[src/rtl/audio_pkg.sv]
// Shared types and default sizing for the microphone capture path.
package audio_pkg;

    typedef logic signed [15:0] sample_t;

    typedef enum logic [1:0] {
        IDLE   = 2'd0,
        WAKE   = 2'd1,
        SETTLE = 2'd2,
        STREAM = 2'd3
    } stream_state_t;

    localparam int WAKE_CYCLES_DEF    = 15360;
    localparam int SETTLE_SAMPLES_DEF = 32;
    localparam int DEPTH_DEF          = 8;

    // Magnitude with -32768 clamped so the result always fits 15 bits.
    function automatic logic [15:0] sat_abs(input sample_t s);
        logic [15:0] r;
        if (s == 16'sh8000)
            r = 16'h7FFF;
        else if (s[15])
            r = 16'(-s);
        else
            r = 16'(s);
        return r;
    endfunction

endpackage

[src/rtl/sample_fifo.sv]
// Sample FIFO: circular buffer with power-of-two depth and synchronous flush.
// Latency: a write into an empty FIFO is visible on o_head_dat the next cycle.
// Backpressure: a write while full is taken only if a pop happens in the same cycle.
module sample_fifo
    import audio_pkg::*;
#(
    parameter int DEPTH = DEPTH_DEF
) (
    input  logic                     i_clk,
    input  logic                     i_rst_n,
    input  logic                     i_flush,
    input  logic                     i_push,
    input  logic                     i_pop,
    input  sample_t                  i_wr_dat,
    output sample_t                  o_head_dat,
    output logic [$clog2(DEPTH):0]   o_level,
    output logic                     o_empty,
    output logic                     o_full
);

    localparam int AW = $clog2(DEPTH);

    logic [AW-1:0] r_wr_ptr;
    logic [AW-1:0] r_rd_ptr;
    logic [AW:0]   r_count;
    sample_t       r_mem [DEPTH];

    logic w_do_pop;
    logic w_do_push;

    assign o_empty   = (r_count == '0);
    assign o_full    = (r_count == (AW+1)'(DEPTH));
    assign w_do_pop  = i_pop && !o_empty;
    assign w_do_push = i_push && (!o_full || w_do_pop);

    // Pointers are exactly AW bits wide, so increment wraps modulo DEPTH.
    always_ff @(posedge i_clk or negedge i_rst_n) begin
        if (!i_rst_n) begin
            r_wr_ptr <= '0;
            r_rd_ptr <= '0;
            r_count  <= '0;
        end else if (i_flush) begin
            r_wr_ptr <= '0;
            r_rd_ptr <= '0;
            r_count  <= '0;
        end else begin
            if (w_do_push)
                r_wr_ptr <= r_wr_ptr + 1'b1;
            if (w_do_pop)
                r_rd_ptr <= r_rd_ptr + 1'b1;
            case ({w_do_push, w_do_pop})
                2'b10:   r_count <= r_count + 1'b1;
                2'b01:   r_count <= r_count - 1'b1;
                default: r_count <= r_count;
            endcase
        end
    end

    always_ff @(posedge i_clk) begin
        if (w_do_push && !i_flush)
            r_mem[r_wr_ptr] <= i_wr_dat;
    end

    assign o_head_dat = o_empty ? '0 : r_mem[r_rd_ptr];
    assign o_level    = r_count;

endmodule

[src/rtl/audio_stream_ctrl.sv]
// Microphone capture controller: wake, settle, then stream samples into a FIFO (AUDIO_STREAM_PEAK_EN adds peak_out).
// Latency: a sample pushed into an empty FIFO appears on sample_out/data_ready one cycle later.
// Backpressure: none upstream; pushes to a full FIFO without a pop are dropped and flag overflow.
module audio_stream_ctrl
    import audio_pkg::*;
#(
    parameter int WAKE_CYCLES    = WAKE_CYCLES_DEF,
    parameter int SETTLE_SAMPLES = SETTLE_SAMPLES_DEF,
    parameter int DEPTH          = DEPTH_DEF
) (
    input  logic                     clk,
    input  logic                     reset_n,
    input  logic                     enable,
    input  logic [15:0]              sample_in,
    input  logic                     sample_valid,
    input  logic                     rd_pulse,
    output logic [15:0]              sample_out,
    output logic                     data_ready,
    output logic [$clog2(DEPTH):0]   fifo_level,
    output logic                     overflow,
`ifdef AUDIO_STREAM_PEAK_EN
    output logic [15:0]              peak_out,
`endif
    output logic [1:0]               state_out
);

    localparam int WCW = $clog2(WAKE_CYCLES + 1);
    localparam int SCW = $clog2(SETTLE_SAMPLES + 1);

    stream_state_t r_state;
    stream_state_t w_next;

    logic [WCW-1:0] r_wake_cnt;
    logic [SCW-1:0] r_settle_cnt;
    logic           r_overflow;

    logic                   w_wake_done;
    logic                   w_settle_done;
    logic                   w_flush;
    logic                   w_push;
    logic                   w_pop;
    logic                   w_accept;
    logic                   w_empty;
    logic                   w_full;
    sample_t                w_head;
    logic [$clog2(DEPTH):0] w_level;

    assign w_wake_done   = (r_wake_cnt == WCW'(WAKE_CYCLES - 1));
    assign w_settle_done = sample_valid && (r_settle_cnt == SCW'(SETTLE_SAMPLES - 1));
    assign w_pop         = rd_pulse && !w_empty;
    assign w_accept      = w_push && (!w_full || w_pop);

    always_ff @(posedge clk or negedge reset_n) begin
        if (!reset_n)
            r_state <= IDLE;
        else
            r_state <= w_next;
    end

    always_comb begin
        w_next  = r_state;
        w_flush = 1'b0;
        w_push  = 1'b0;
        if (r_state != IDLE && !enable) begin
            w_next  = IDLE;
            w_flush = 1'b1;
        end else begin
            case (r_state)
                IDLE:    if (enable)        w_next = WAKE;
                WAKE:    if (w_wake_done)   w_next = SETTLE;
                SETTLE:  if (w_settle_done) w_next = STREAM;
                STREAM:  w_push = sample_valid;
                default: w_next = IDLE;
            endcase
        end
    end

    // Counters restart on every state change, so each phase begins from zero.
    always_ff @(posedge clk or negedge reset_n) begin
        if (!reset_n) begin
            r_wake_cnt   <= '0;
            r_settle_cnt <= '0;
        end else if (w_next != r_state) begin
            r_wake_cnt   <= '0;
            r_settle_cnt <= '0;
        end else if (r_state == WAKE) begin
            r_wake_cnt   <= r_wake_cnt + 1'b1;
        end else if (r_state == SETTLE && sample_valid) begin
            r_settle_cnt <= r_settle_cnt + 1'b1;
        end
    end

    always_ff @(posedge clk or negedge reset_n) begin
        if (!reset_n)
            r_overflow <= 1'b0;
        else if (r_state == IDLE && enable)
            r_overflow <= 1'b0;
        else if (w_push && w_full && !w_pop)
            r_overflow <= 1'b1;
    end

    sample_fifo #(
        .DEPTH (DEPTH)
    ) u_fifo (
        .i_clk      (clk),
        .i_rst_n    (reset_n),
        .i_flush    (w_flush),
        .i_push     (w_push),
        .i_pop      (w_pop),
        .i_wr_dat   (sample_t'(sample_in)),
        .o_head_dat (w_head),
        .o_level    (w_level),
        .o_empty    (w_empty),
        .o_full     (w_full)
    );

`ifdef AUDIO_STREAM_PEAK_EN
    logic [15:0] r_peak;
    logic [15:0] w_abs;

    assign w_abs = sat_abs(sample_t'(sample_in));

    // Peak restarts with each new stream and tracks only samples actually stored.
    always_ff @(posedge clk or negedge reset_n) begin
        if (!reset_n)
            r_peak <= '0;
        else if (r_state == SETTLE && w_next == STREAM)
            r_peak <= '0;
        else if (w_accept && w_abs > r_peak)
            r_peak <= w_abs;
    end

    assign peak_out = r_peak;
`else
    logic w_unused_accept;
    assign w_unused_accept = w_accept;
`endif

    assign sample_out = w_head;
    assign data_ready = (r_state == STREAM) && !w_empty;
    assign fifo_level = w_level;
    assign overflow   = r_overflow;
    assign state_out  = r_state;

endmodule

[config.mk]
export PLATFORM = sky130hd
export DESIGN_NAME = audio_stream_ctrl
export DESIGN_NICKNAME = d
export VERILOG_FILES = /design/src/rtl/audio_pkg.sv /design/src/rtl/sample_fifo.sv /design/src/rtl/audio_stream_ctrl.sv
export SDC_FILE = /design/constraint.sdc
export NUM_CORES = 1
export LEC_CHECK = 0
export BUFFER_PORTS_ARGS = -buffer_cell sky130_fd_sc_hd__buf_2
export CORE_AREA = 2 2 143 145
export DETAILED_ROUTE_END_ITERATION = 7
export DIE_AREA = 0 0 145 147
export HOLD_SLACK_MARGIN = 0.1
export PLACE_DENSITY_LB_ADDON = 0.2
export RECOVER_POWER = 100
export SETUP_SLACK_MARGIN = 0.02
export SKIP_LAST_GASP = 1
export SLEW_MARGIN = 0
export SYNTH_ARGS = -nofsm -noshare
export SYNTH_HDL_FRONTEND = slang
export SYNTH_SLANG_ARGS = --single-unit
export TNS_END_PERCENT = 50
[constraint.sdc]
create_clock -name clk -period 3.5 [get_ports clk]
set_clock_uncertainty 0.15 [all_clocks]
set_input_delay 0.7 -clock clk [delete_from_list [all_inputs] [get_ports clk]]
set_output_delay 0.7 -clock clk [all_outputs]
set_load 0.01 [all_outputs]
# Word level (Yosys, flattened, before mapping)
# Memory sizes are Yosys's and may differ from the RTL's.
# Index checks and enable logic that the tools add are counted.
# word_totals
register_bits,33
latchBits,0
ramBits,128
mem_bits_ro,0
inputBits,21
output_inout_bits,24
wordCells,75
n_memories,1
# classes
addsub,6
multipliers,0
n_div,0
order_cmp,0
n_eq_ne,10
shifts,0
muxes,24
bitwise_logic,0
n_reduce_logical,27
# mem_list
memory,depth,word_bits,read_ports,rd_ports_with_merged_regs,wr,line,rtl
u_fifo.r_mem,8,16,1,0,1,sample_fifo.sv:26,sample_t r_mem [DEPTH];
# ops
cell,n
two-way mux 14 bit,2
two-way mux 6 bit,3
two-way mux 16 bit,1
"adder 14 x 1 -> 14 bit, second input constant",1
"equality test 14 bit, second input constant",1
two-way mux 3 bit,4
nonzero test 2 bit,6
logical AND 1 bit,11
two-way mux 2 bit,4
case mux 4 bit (2 select lines),1
two-way mux 1 bit,7
"adder 3 x 1 -> 3 bit, second input constant",2
"adder 6 x 1 -> 6 bit, second input constant",1
"equality test 2 bit, second input constant",3
"equality test 6 x 5 -> 1 bit, second input constant",1
case mux 2 bit (3 select lines),1
zero test 1 bit,5
"adder 4 x 1 -> 4 bit, second input constant",1
"equality test 2 x 1 -> 1 bit, second input constant",2
"equality test 4 bit, second input constant",1
zero test 4 bit,1
two-way mux 4 bit,1
"subtractor 4 x 1 -> 4 bit, second input constant",1
nonzero test 3 bit,1
other kinds (5),5

# Depth between registers and ports, before layout
# Gate-level depths: netlist (run 1).
# depth
word_depth,9
ltp_mapped,9
mapped_depth_nobuf,7

# Hierarchy
# Synthesis (run 1) repeated with hierarchy kept, for this count alone.
# unflattened
hier_cells,422
hier_area_um2,6864.1
# by_module_without_submodules
mod,instances,cells_each,area_per_inst_um2,seq_area_each_um2
sample_fifo,1,293,5609.1,4093.9
audio_stream_ctrl,1,129,1255.0,575.6

# Least setup slack after synthesis (run 1)
# Ideal clock, no wire load.
# synth_timing
path_type,in2reg
start,input port enable
end,"memory u_fifo.r_mem[0][0] (netlist name), enable pin"
setup_ns,0.409
arrival_ns,2.539
required_ns,2.941
path_slack_ns,0.402
path_stages,5
n_path_buf,1
cell_sequence,and4_1 clkbuf_1 o21a_1 nand2b_1 nor3_1
# synth_between
elab_chain_cells,7
elab_cells_between_ends,9
cone_classes,mux: 4; reduce/logical: 5
# synth_lines
item,line,rtl
"start, declared",audio_stream_ctrl.sv:13,"input logic enable,"
zero test 1 bit *,audio_stream_ctrl.sv:64,if (r_state != IDLE && !enable) begin
logical AND 1 bit *,audio_stream_ctrl.sv:64,
two-way mux 1 bit,audio_stream_ctrl.sv:64,
logical AND 1 bit or zero test 1 bit (tied branches),"sample_fifo.sv:34, sample_fifo.sv:60",
logical AND 1 bit *,sample_fifo.sv:60,if (w_do_push && !i_flush)
two-way mux 1 bit *,sample_fifo.sv:60,
two-way mux 1 bit (implied by the code) *,sample_fifo.sv:61,r_mem[r_wr_ptr] <= i_wr_dat;
"end, declared",sample_fifo.sv:26,
# Mark *: on every way between the ends. The rest lies on a longest branch, timed or not.

# Worst setup path in the final report (run 1)
# layout_timing
start,register u_fifo.r_count[1] (netlist: u_fifo.o_level[1])
end,output port sample_out[3]
# layout_between
elab_chain_cells,2
# layout_lines
item,line,rtl
"start, declared",sample_fifo.sv:25,logic [AW:0] r_count;
"start signal, assigned",sample_fifo.sv:52,2'b10: r_count <= r_count + 1'b1;
"start signal, assigned",sample_fifo.sv:53,2'b01: r_count <= r_count - 1'b1;
"start signal, assigned",sample_fifo.sv:54,default: r_count <= r_count;
zero test 4 bit,sample_fifo.sv:31,assign o_empty = (r_count == '0);
two-way mux 16 bit,sample_fifo.sv:64,assign o_head_dat = o_empty ? '0 : r_mem[r_rd_ptr];
"end, declared",audio_stream_ctrl.sv:17,"output logic [15:0] sample_out,"
# No other way between the ends.

==> results of run 1 <==
## registers in the layout (all words and copies together), names as in the netlist
register,count
overflow,1
r_wake_cnt,14
r_settle_cnt,6
u_fifo.r_rd_ptr,3
u_fifo.r_mem,128
u_fifo.r_wr_ptr,3
state_out,2
u_fifo.o_level,4
## cells by family after synthesis
family | synth area share
and+or+nand+nor | 0.08480
xor gates and xnor gates | 0.02328
DFF | 0.6895
adders and majority gates | 0.01404
AOI/OAI and AO/OA | 0.03418
muxes | 0.1360
buffers and inverters | 0.01829
## power groups by stage
stage / registers (uW) / clock network [uW] / logic (uW)
floorplan: 2160 / 0 / 553
global placement: 2190 / 0 / 829
detailed placement: 2190 / 0 / 844
CTS: 2150 / 1730 / 844
global route: 2160 / 1810 / 875
finish: 2150 / 1690 / 785
## cell type report
| class | count | area [sq um] | area share |
|---|---|---|---|
| Timing Repair Buffer | 60 | 275.3 | 0.03527 |
| Tap cell | 270 | 337.8 | 0.04328 |
| Sequential cell | 161 | 4671 | 0.5984 |
| Clock inverter | 14 | 107.6 | 0.01379 |
| Inverter | 4 | 15.01 | 0.001924 |
| Multi-Input combinational cell | 225 | 1969 | 0.2523 |
| Clock buffer | 18 | 429.2 | 0.05499 |
## metrics by stage
step | hold WS (ps) | power [uW] | worst slack [ps] | instance area (sq um) | instances
floorplan | 254.4 | 2709 | 402.2 | 6773 | 408
global placement | 368.0 | 3022 | 687.0 | 7378 | 720
detailed placement | 368.4 | 3036 | 608.1 | 7378 | 720
CTS | 221.3 | 4728 | 336.3 | 7915 | 752
global route | 430.1 | 4840 | 146.6 | 7805 | 752
finish | 377.0 | 4623 | 366.9 | 7805 | 752
## synth_stat cells (2+ instances only)
cell type / n
inv_1: 4
or4_1: 4
a211o_1: 2
buf_2: 3
and3_1: 3
o21a_1: 2
buf_6: 5
nor2_1: 49
nand2_1: 16
dfrtp_1: 33
o211ai_1: 3
nand4_1: 8
or3_1: 5
a21oi_1: 9
nand3_1: 6
nor4_1: 2
ha_1: 6
clkbuf_1: 8
nor3_1: 6
buf_1: 2
xor2_1: 14
and4_1: 2
edfxtp_1: 128
xnor2_1: 4
o21ai_0: 6
mux4_2: 32
mux2i_1: 20
nand2b_1: 7
## worst max-delay path: stages (launching register included)
cell	delay [ps]
dfrtp_1	480
or3_1	480
nor2_1	150
clkbuf_2	430
nor2_1	150
clkbuf_1	160
## metal layers
metal  global-route usage  vias up  part of all wire
li1                     -     1716                 -
met5                    0        -                 0
met4              0.04802        0             0.012
met2               0.2264       50              0.52
met1               0.1609     1868              0.44
met3              0.03168       16             0.026
## worst min-delay path by stage
stage                  start             to  slack (ps)  cells past startpoint
2_1_floorplan        reset_n       overflow         250                      0
3_3_place_gp   r_wake_cnt[0]  r_wake_cnt[0]         370                      1
3_5_place_dp   r_wake_cnt[0]  r_wake_cnt[0]         370                      1
4_1_cts              reset_n  r_wake_cnt[3]         220                      1
5_1_grt        r_wake_cnt[0]  r_wake_cnt[0]         430                      1
6_report       r_wake_cnt[0]  r_wake_cnt[0]         380                      1
==> metrics.md, run 1 <==
| Metric | Value |
|---|---|
| Outcome | finished, violations left |
| Failing checks | capacitance limit, slew limit |
| Worst EP arrival | 2280 ps |
| YS warnings | 0 |
| GRT overflow | 0 |
| Worst r2r src | r_wake_cnt[0] |
| Critical Path RT | 2650 ps |
| Largest net degree at the start of global routing | 35 |
| Starting density of the core | 0.3413 |
| Worst relative slew slack | -0.2297 |
| PwrDens | 592.3 nW/um^2 |
| Drt first pass iters | 4 |
| Die area | 21320 sq um |
| Unique masters post-synth | 47 |
| Synth top area share | 0.5675 |
| Worst setup EP type | primary output |
| Port Buf Inserts | 44 |
| RSZ-0062 raised after global routing | false |
| Most frequent cells in the layout | edfxtp_1 (128), clkbuf_1 (51), nor2_1 (49), mux4_2 (32), dfrtp_1 (32) |
| Drt wl/cell | 17.56 um |
| GRT Total Usage | 0.1310 |
| Final net count | 497 |
| Setup violations, final | 0 |
| IO Pins | 45 |
| Worst-path clk slew | 60 ps |
| First-pass GRT wire length | 20990 um |
| Switching power | 1272 uW |
| Cts bufs inserted | 17 |
| Static Leak | 0.002579 uW |
| N_diodes | 0 |
| Syn_area_per_cell | 16.60 sq um |
| Syn Inst Count | 408 |
| Vias in the first global route | 3855 |
| Antenna viol nets, final | 0 |
| Largest cells by area after synthesis | edfxtp_1 (57%), dfrtp_1 (12%), mux4_2 (11%) |
| Drt drc | 0 |
| Clock buffer depth | 2 |
| CTS tree | built |
| Worst IR drop on VDD | 0.0003232 V |
| Drt total wl | 13210 um |
| Die Y | 147 um |
| Core area | 19840 sq um |
| Post-cts resize count | 0 |
| Leading area contributor after synthesis | edfxtp_1 |
| Critical path type | reg -> out |
| Top_reg_cell synth | edfxtp_1 |
| Layout area overhead | 15.24% |
| HP Class | reg -> reg |
| Post-CTS setup repair buffer count | 0 |
| Via count | 3650 |
| # fillers | 1862 |
| Fin crit period | 3133 ps |
| Post-Syn Nets | 436 |
| Core Util, Final | 0.3933 |
| Hold-fix buffer count after cts | 0 |
| Vias per Instance | 4.854 |
| Initial antenna violation count | 0 |
| Reg2Reg Depth | 5 |
| Final setup TNS | 0 ps |
| Die outline width | 145 um |
| Fin crit share | 0.8952 |
| Worst Setup SP | u_fifo.o_level[1] |
| Most common cell after layout, fill and taps aside | edfxtp_1 |
| Routability cong. | 0.7142 |
| Comb power frac | 0.170 |
| Critical Path Sink | sample_out[3] |
| Final hold vios | 0 |
| Flop pwr share | 0.465 |
| Reg2Reg Setup Slack | 510 ps |
| Post-synthesis sequential area ratio | 0.6895 |
| Worst skew pair latency | 420 ps |
| Final HPWL DP | 8286 um |
| Register bit total from synthesis | 161 |
| EDFF count, synth | 128 |
| Layout cells sized above 1 | 0.1598 |
| Std-Cell Rows | 52 |
| Crit Path Max Fanout | 16 |
| Clk root buf | clkbuf_16 |
| CTS Sinks | 161 |
| P_int | 3351 uW |
| Slew Limit Fails | 34 |
| R2R Path End | r_settle_cnt[3] |
| Switch share | 0.2751 |
| Drt first-iter violations | 162 |
| Post-Syn Area | 6773 sq um |
| CP startpoint kind | flop |
| Async set or reset register ratio after synthesis | 0.2050 |
| Clk pwr share | 0.365 |
| Fmax | 319.2 MHz |
| CTS H-Tree Depth | 4 |
| Measured slew at the worst slew-check pin | 1845 ps |
| Max-cap violations | 1 |
(Power assumes the default switching activity.)
==> run 2: changes to the inputs <==
ABC_AREA = 1   (was not set)
==> run 2 against run 1 <==
Net effect:
- the flow still finishes with violations (capacitance limit, slew limit)
- combinational power rose by 140%
- critical path type unchanged
- sequential power increased by 2%
- die area stayed put
==> metrics.md, run 2 <==
| Metric | Value |
|---|---|
| Max-cap violations | 1 |
| Top Registers | u_fifo.r_mem x128, r_wake_cnt x14, r_settle_cnt x6 |
| Max reg flops | 128 |
| Vias in the first global route | 4586 |
| Most frequent cell after synthesis | nor2_1 |
| Async set or reset register ratio after synthesis | 0.2050 |
| CP peak stage delay | 380 ps |
| Die Y | 147 um |
| Worst IR drop on VDD | 0.0003796 V |
| Hold-fix buffer count after cts | 0 |
| Worst Setup SP | u_fifo.r_rd_ptr[1] |
| Most common cell after layout, fill and taps aside | nor2_1 |
| Cts bufs inserted | 17 |
| Worst-path clk slew | 70 ps |
| # fillers | 1951 |
| Worst setup EP type | primary output |
| Antenna viol nets, final | 0 |
| CTS H-Tree Depth | 4 |
| Failing checks | capacitance limit, slew limit |
| Setup violations, final | 0 |
| GRT Total Usage | 0.1484 |
| Fin crit share | 0.8436 |
| Top reg by flops | u_fifo.r_mem |
| Largest net degree at the start of global routing | 66 |
| Non-filler cells, final | 943 |
| HP Class | reg -> reg |
| Area after DPL | 7457 sq um |
| Fin crit period | 2953 ps |
| Static Leak | 0.002788 uW |
| Routability cong. | 0.7703 |
| Fmax | 338.7 MHz |
| Measured slew at the worst slew-check pin | 1822 ps |
| Worst skew pair latency | 420 ps |
| Final setup TNS | 0 ps |
| RSZ-0062 raised after global routing | false |
| Top_reg_cell synth | edfxtp_1 |
| YS warnings | 0 |
| Final HPWL DP | 8846 um |
| Clock buffer depth | 2 |
| Worst EP arrival | 2100 ps |
| Outcome | finished, violations left |
| Crit-path slowest cell | inv_1 |
| GR Layer Usage met3 | 0.04596 |
| Synth top area share | 0.5609 |
| GRT overflow | 0 |
| Largest cells by area after synthesis | edfxtp_1 (56%), dfrtp_1 (12%), nor2_1 (7.1%) |
| Placed Cells | 910 |
| Layout cells sized above 1 | 0.1071 |
| HP Start | overflow |
| Met2 GRT Util | 0.2448 |
| Syn_area_per_cell | 11.31 sq um |
| Most frequent CP cell | o21ai_0 |
| Critical path cell sequence | inv_1, buf_12, o21ai_0, o22ai_1, o21ai_0, a31oi_1, clkbuf_1 |
| EDFF count, synth | 128 |
| Finished Cell Area | 7935 sq um |
| M1 GR Usage | 0.1902 |
| Layer carrying the most global-route usage | met2 |
| Crit Path Max Fanout | 20 |
| Drt first pass iters | 4 |
| Layout area overhead | 15.79% |
| Drt first-iter violations | 252 |
| CTS Sinks | 161 |
| Most frequent cells after synthesis | nor2_1 (129), edfxtp_1 (128), o21ai_0 (88) |
| Via count | 4574 |
| Post-Syn Nets | 634 |
| Clk root buf | clkbuf_16 |
| Slew Limit Fails | 34 |
| Die outline width | 145 um |
| Post-CTS setup repair buffer count | 0 |
| Critical path type | reg -> out |
| Worst r2r src | state_out[0] |
| Post-Syn Area | 6853 sq um |
| Initial antenna violation count | 1 |
| Final net count | 687 |
| Core area | 19840 sq um |
| Pre-CTS WS | 831.6 ps |
| Drt total wl | 15060 um |
| Unique masters post-synth | 37 |
| Port Buf Inserts | 44 |
| IO Pins | 45 |
| First-pass GRT wire length | 24500 um |
| Post-synthesis sequential area ratio | 0.6814 |
| Worst relative slew slack | -0.2145 |
| Most frequent cells in the layout | nor2_1 (131), edfxtp_1 (128), o21ai_0 (88), nand2_1 (54), clkbuf_1 (47) |
| Syn Inst Count | 606 |
| Worst setup margin | 547.2 ps |
| CTS tree | built |
| Critical Path RT | 2650 ps |
| Buf+Inv Stages, Crit Path | 3 |
| Std-Cell Rows | 52 |
| Die area | 21320 sq um |
| Drt wl/cell | 15.97 um |
| Drt drc | 0 |
| Starting density of the core | 0.3453 |
| PwrDens | 741.0 nW/um^2 |
| CP top delay family | buffers and inverters |
| Post-cts resize count | 0 |
| CP startpoint kind | flop |
| Final hold vios | 0 |
| Register bit total from synthesis | 161 |
| Leading area contributor after synthesis | edfxtp_1 |
| Vias per Instance | 4.850 |
-- run 2: tightest hold or removal path: stages, from the launching register on --
cell	delay (ps)
dfrtp_1	360
nor2_1	50
nor2_1	80
-- run 2: layout make-up --
cell class,instances,area (sq um),share of cell area
clock inverter,15,158.9,0.02003
antenna,1,2.502,0.0003154
timing repair buffer,59,291.5,0.03674
inverter,38,143.9,0.01813
clock buffer,17,425.4,0.05361
multi-input combinational,382,1904,0.2400
sequential,161,4671,0.5886
tap,270,337.8,0.04257
-- run 2: metrics by stage --
step | utilization | total power [uW] | hold slack (ps)
after floorplan | - | 3533 | 254.4
after global placement | 0.3758 | 4193 | 339.6
after detailed placement | 0.3758 | 4226 | 347.3
after CTS | 0.4052 | 6040 | 217.8
after global routing | 0.3997 | 6269 | 411.3
final | 0.3999 | 5880 | 378.5
-- run 2: where the power goes --
part           leakage, uW  switching, uW  internal, uW
clock network     0.000286            843           956
logic             0.000906           1270           620
registers          0.00160           65.4          2120
-- run 2: cell families (layout without fill, tap and decap cells) --
family                     count (synthesis)  after routing  synth area share
AOI/OAI and AO/OA                        132            132            0.1048
DFF                                      161            161            0.6814
and+or+nand+nor                          231            231            0.1483
buffers and inverters                     63            129           0.03633
other                                      0              1                 0
xor gates and xnor gates                  12             12           0.01534
adders and majority gates                  7              7           0.01388
-- run 2: path summary, 6_finish.rpt --
path	endpoint	slack [ps]	cells after the start
setup / recovery	sample_out[2]	550	7
hold / removal	overflow	380	2
setup reg to reg	u_fifo.r_mem[0][9]	620	7
hold reg to reg	overflow	380	2
max in group asynchronous	u_fifo.r_rd_ptr[0]	1400	1
min in group asynchronous	r_wake_cnt[6]	610	1
-- run 2: layer usage --
metal / vias to the layer above / share of wire
li1: 2228 / -
met1: 2226 / 0.44
met2: 111 / 0.49
met3: 9 / 0.067
met4: 0 / 0.0063
met5: - / 0
==> run 3: changes to the inputs <==
clock period = 2.6 ns   (was 3.5 ns; I/O delays follow)
==> run 3 against run 2 <==
Net effect:
- the flow now finishes without violations
- final area grew 5.2%
- power grew 48%
- setup slack worse by 510 ps
- clock power rose by 34%
- utilization grew 2.1 points
- sequential share of layout area down 2.9 points
- flip-flop and latch count unchanged
==> metrics.md, run 3 (same netlist as run 2, synthesis figures left out) <==
| Metric | Value |
|---|---|
| Max-cap violations | 0 |
| Max reg flops | 128 |
| CP startpoint kind | flop |
| CTS Sinks | 161 |
| Clock buffer depth | 2 |
| GRT Total Usage | 0.1489 |
| IO Pins | 45 |
| Worst-path clk slew | 60 ps |
| Worst skew pair latency | 420 ps |
| Die Y | 147 um |
| Top Registers | u_fifo.r_mem x128, r_wake_cnt x14, r_settle_cnt x6 |
| Fin crit share | 0.9848 |
| PwrDens | 1046 nW/um^2 |
| Non-filler cells, final | 959 |
| Worst setup margin | 39.48 ps |
| Drt total wl | 16050 um |
| Layout cells sized above 1 | 0.1628 |
| Pre-CTS WS | 275.7 ps |
| Core area | 19840 sq um |
| Critical Path RT | 1930 ps |
| CTS tree | built |
| Placed Cells | 913 |
| Critical path type | reg -> out |
| Worst setup EP type | primary output |
| Worst EP arrival | 1890 ps |
| Clk root buf | clkbuf_16 |
| HP Class | in -> reg |
| GRT overflow | 0 |
| CP peak stage delay | 430 ps |
| Cts bufs inserted | 17 |
| Std-Cell Rows | 52 |
| Routability cong. | 0.7777 |
| Final setup TNS | 0 ps |
| Pwr Total | 8732 uW |
| Final net count | 704 |
| Fmax | 390.5 MHz |
| Drt first-iter violations | 257 |
| Initial antenna violation count | 1 |
| Port Buf Inserts | 44 |
| Measured slew at the worst slew-check pin | 869.8 ps |
| Most frequent CP cell | buf_12 |
| Largest net degree at the start of global routing | 34 |
| Core Util, Final | 0.4207 |
| Slew Limit Fails | 0 |
| Layout area overhead | 21.84% |
| Final HPWL DP | 8630 um |
| Most common cell after layout, fill and taps aside | nor2_1 |
| Via count | 4722 |
| Vias in the first global route | 4598 |
| Die outline width | 145 um |
| RSZ-0062 raised after global routing | true |
| Die area | 21320 sq um |
| Final hold vios | 0 |
| Critical path cell sequence | clkinvlp_4, buf_12, buf_12, nor2_4, o22ai_2, o21ai_1, a31oi_1, buf_2 |
| Vias per Instance | 4.924 |
| Fin crit period | 2561 ps |
| First-pass GRT wire length | 24340 um |
| Antenna viol nets, final | 0 |
| # fillers | 1927 |
| Setup violations, final | 0 |
| Worst IR drop on VDD | 0.0005159 V |
| Crit-path slowest cell | dfrtp_2 |
| Top reg by flops | u_fifo.r_mem |
| Drt first pass iters | 5 |
| Outcome | complete, no violations |
| Static Leak | 0.003038 uW |
| Worst relative slew slack | 0.4202 |
| Starting density of the core | 0.3453 |
| Most frequent cells in the layout | nor2_1 (134), edfxtp_1 (128), o21ai_0 (68), nand2_1 (54), inv_1 (34) |
| Drt wl/cell | 16.74 um |
| Drt drc | 0 |
| Crit Path Max Fanout | 7 |
| CTS H-Tree Depth | 4 |
==> run 3: cell count changes in the layout (fill, tap and decap cells not counted), moves of 4 or more <==
cell | before | now
buf_2 | 5 | 19
buf_6 | 0 | 5
clkbuf_1 | 47 | 24
clkbuf_16 | 17 | 22
clkbuf_2 | 0 | 9
inv_2 | 5 | 1
nor2_2 | 11 | 6
o21ai_0 | 88 | 68
o21ai_1 | 0 | 16
o21ai_2 | 1 | 5
==> run 3: per-stage QoR <==
stage          hold slack (ps)  cell area (sq um)
2_1_floorplan            74.41               6853
5_1_grt                  215.1               8347
4_1_cts                  200.7               8242
6_report                 223.8               8349
3_5_place_dp             338.7               7480
3_3_place_gp             339.2               7480
==> run 3: final timing paths <==
kind                       slack, ps  cells after the start                  to                from
max                               40                      8       sample_out[9]  u_fifo.r_rd_ptr[0]
min                              220                      3        state_out[1]              enable
max reg2reg                      190                      7  u_fifo.r_mem[0][6]        state_out[0]
min reg2reg                      360                      2            overflow            overflow
max in group asynchronous       1100                      2  u_fifo.r_rd_ptr[0]             reset_n
min in group asynchronous        600                      2       r_wake_cnt[0]             reset_n
==> run 3: what timing repair did <==
item                                   4_1_cts  5_1_grt
endpoints found under the hold margin       33        0
hold buffers                                 1        0
setup endpoints to repair                    6       16
setup buffers                                3        1
gates cloned                                 4        5
pin swaps                                    0       10
resized for setup                            7       40
==> run 3: final cells by class <==
type / instances / area, sq um / share of cell area
sequential: 161 / 4671 / 0.5594
timing repair buffer: 76 / 666.9 / 0.07987
antenna: 1 / 2.502 / 0.0002997
tap: 270 / 337.8 / 0.04046
clock inverter: 14 / 146.4 / 0.01753
multi-input combinational: 382 / 1952 / 0.2338
clock buffer: 17 / 425.4 / 0.05095
inverter: 38 / 147.6 / 0.01768
==> run 3: metal layers <==
layer	part of all wire	GRT usage
met3	0.048	0.04503
met4	0.0074	0.03911
met1	0.47	0.1933
met2	0.47	0.2448
met5	0	0
==> run 3: where the power goes <==
part | internal [uW] | switching [uW] | total [uW]
sequential | 2860 | 89.3 | 2950
clock | 1350 | 1070 | 2420
combinational | 1420 | 1950 | 3370
==> run 3: worst max-delay path, delay by kind of cell (launching register included) <==
family / cells / cell delay, ps
AO/OA/AOI/OAI: 3 / 440
buffers and inverters: 4 / 550
flip-flops: 1 / 430
AND/OR/NAND/NOR: 1 / 30
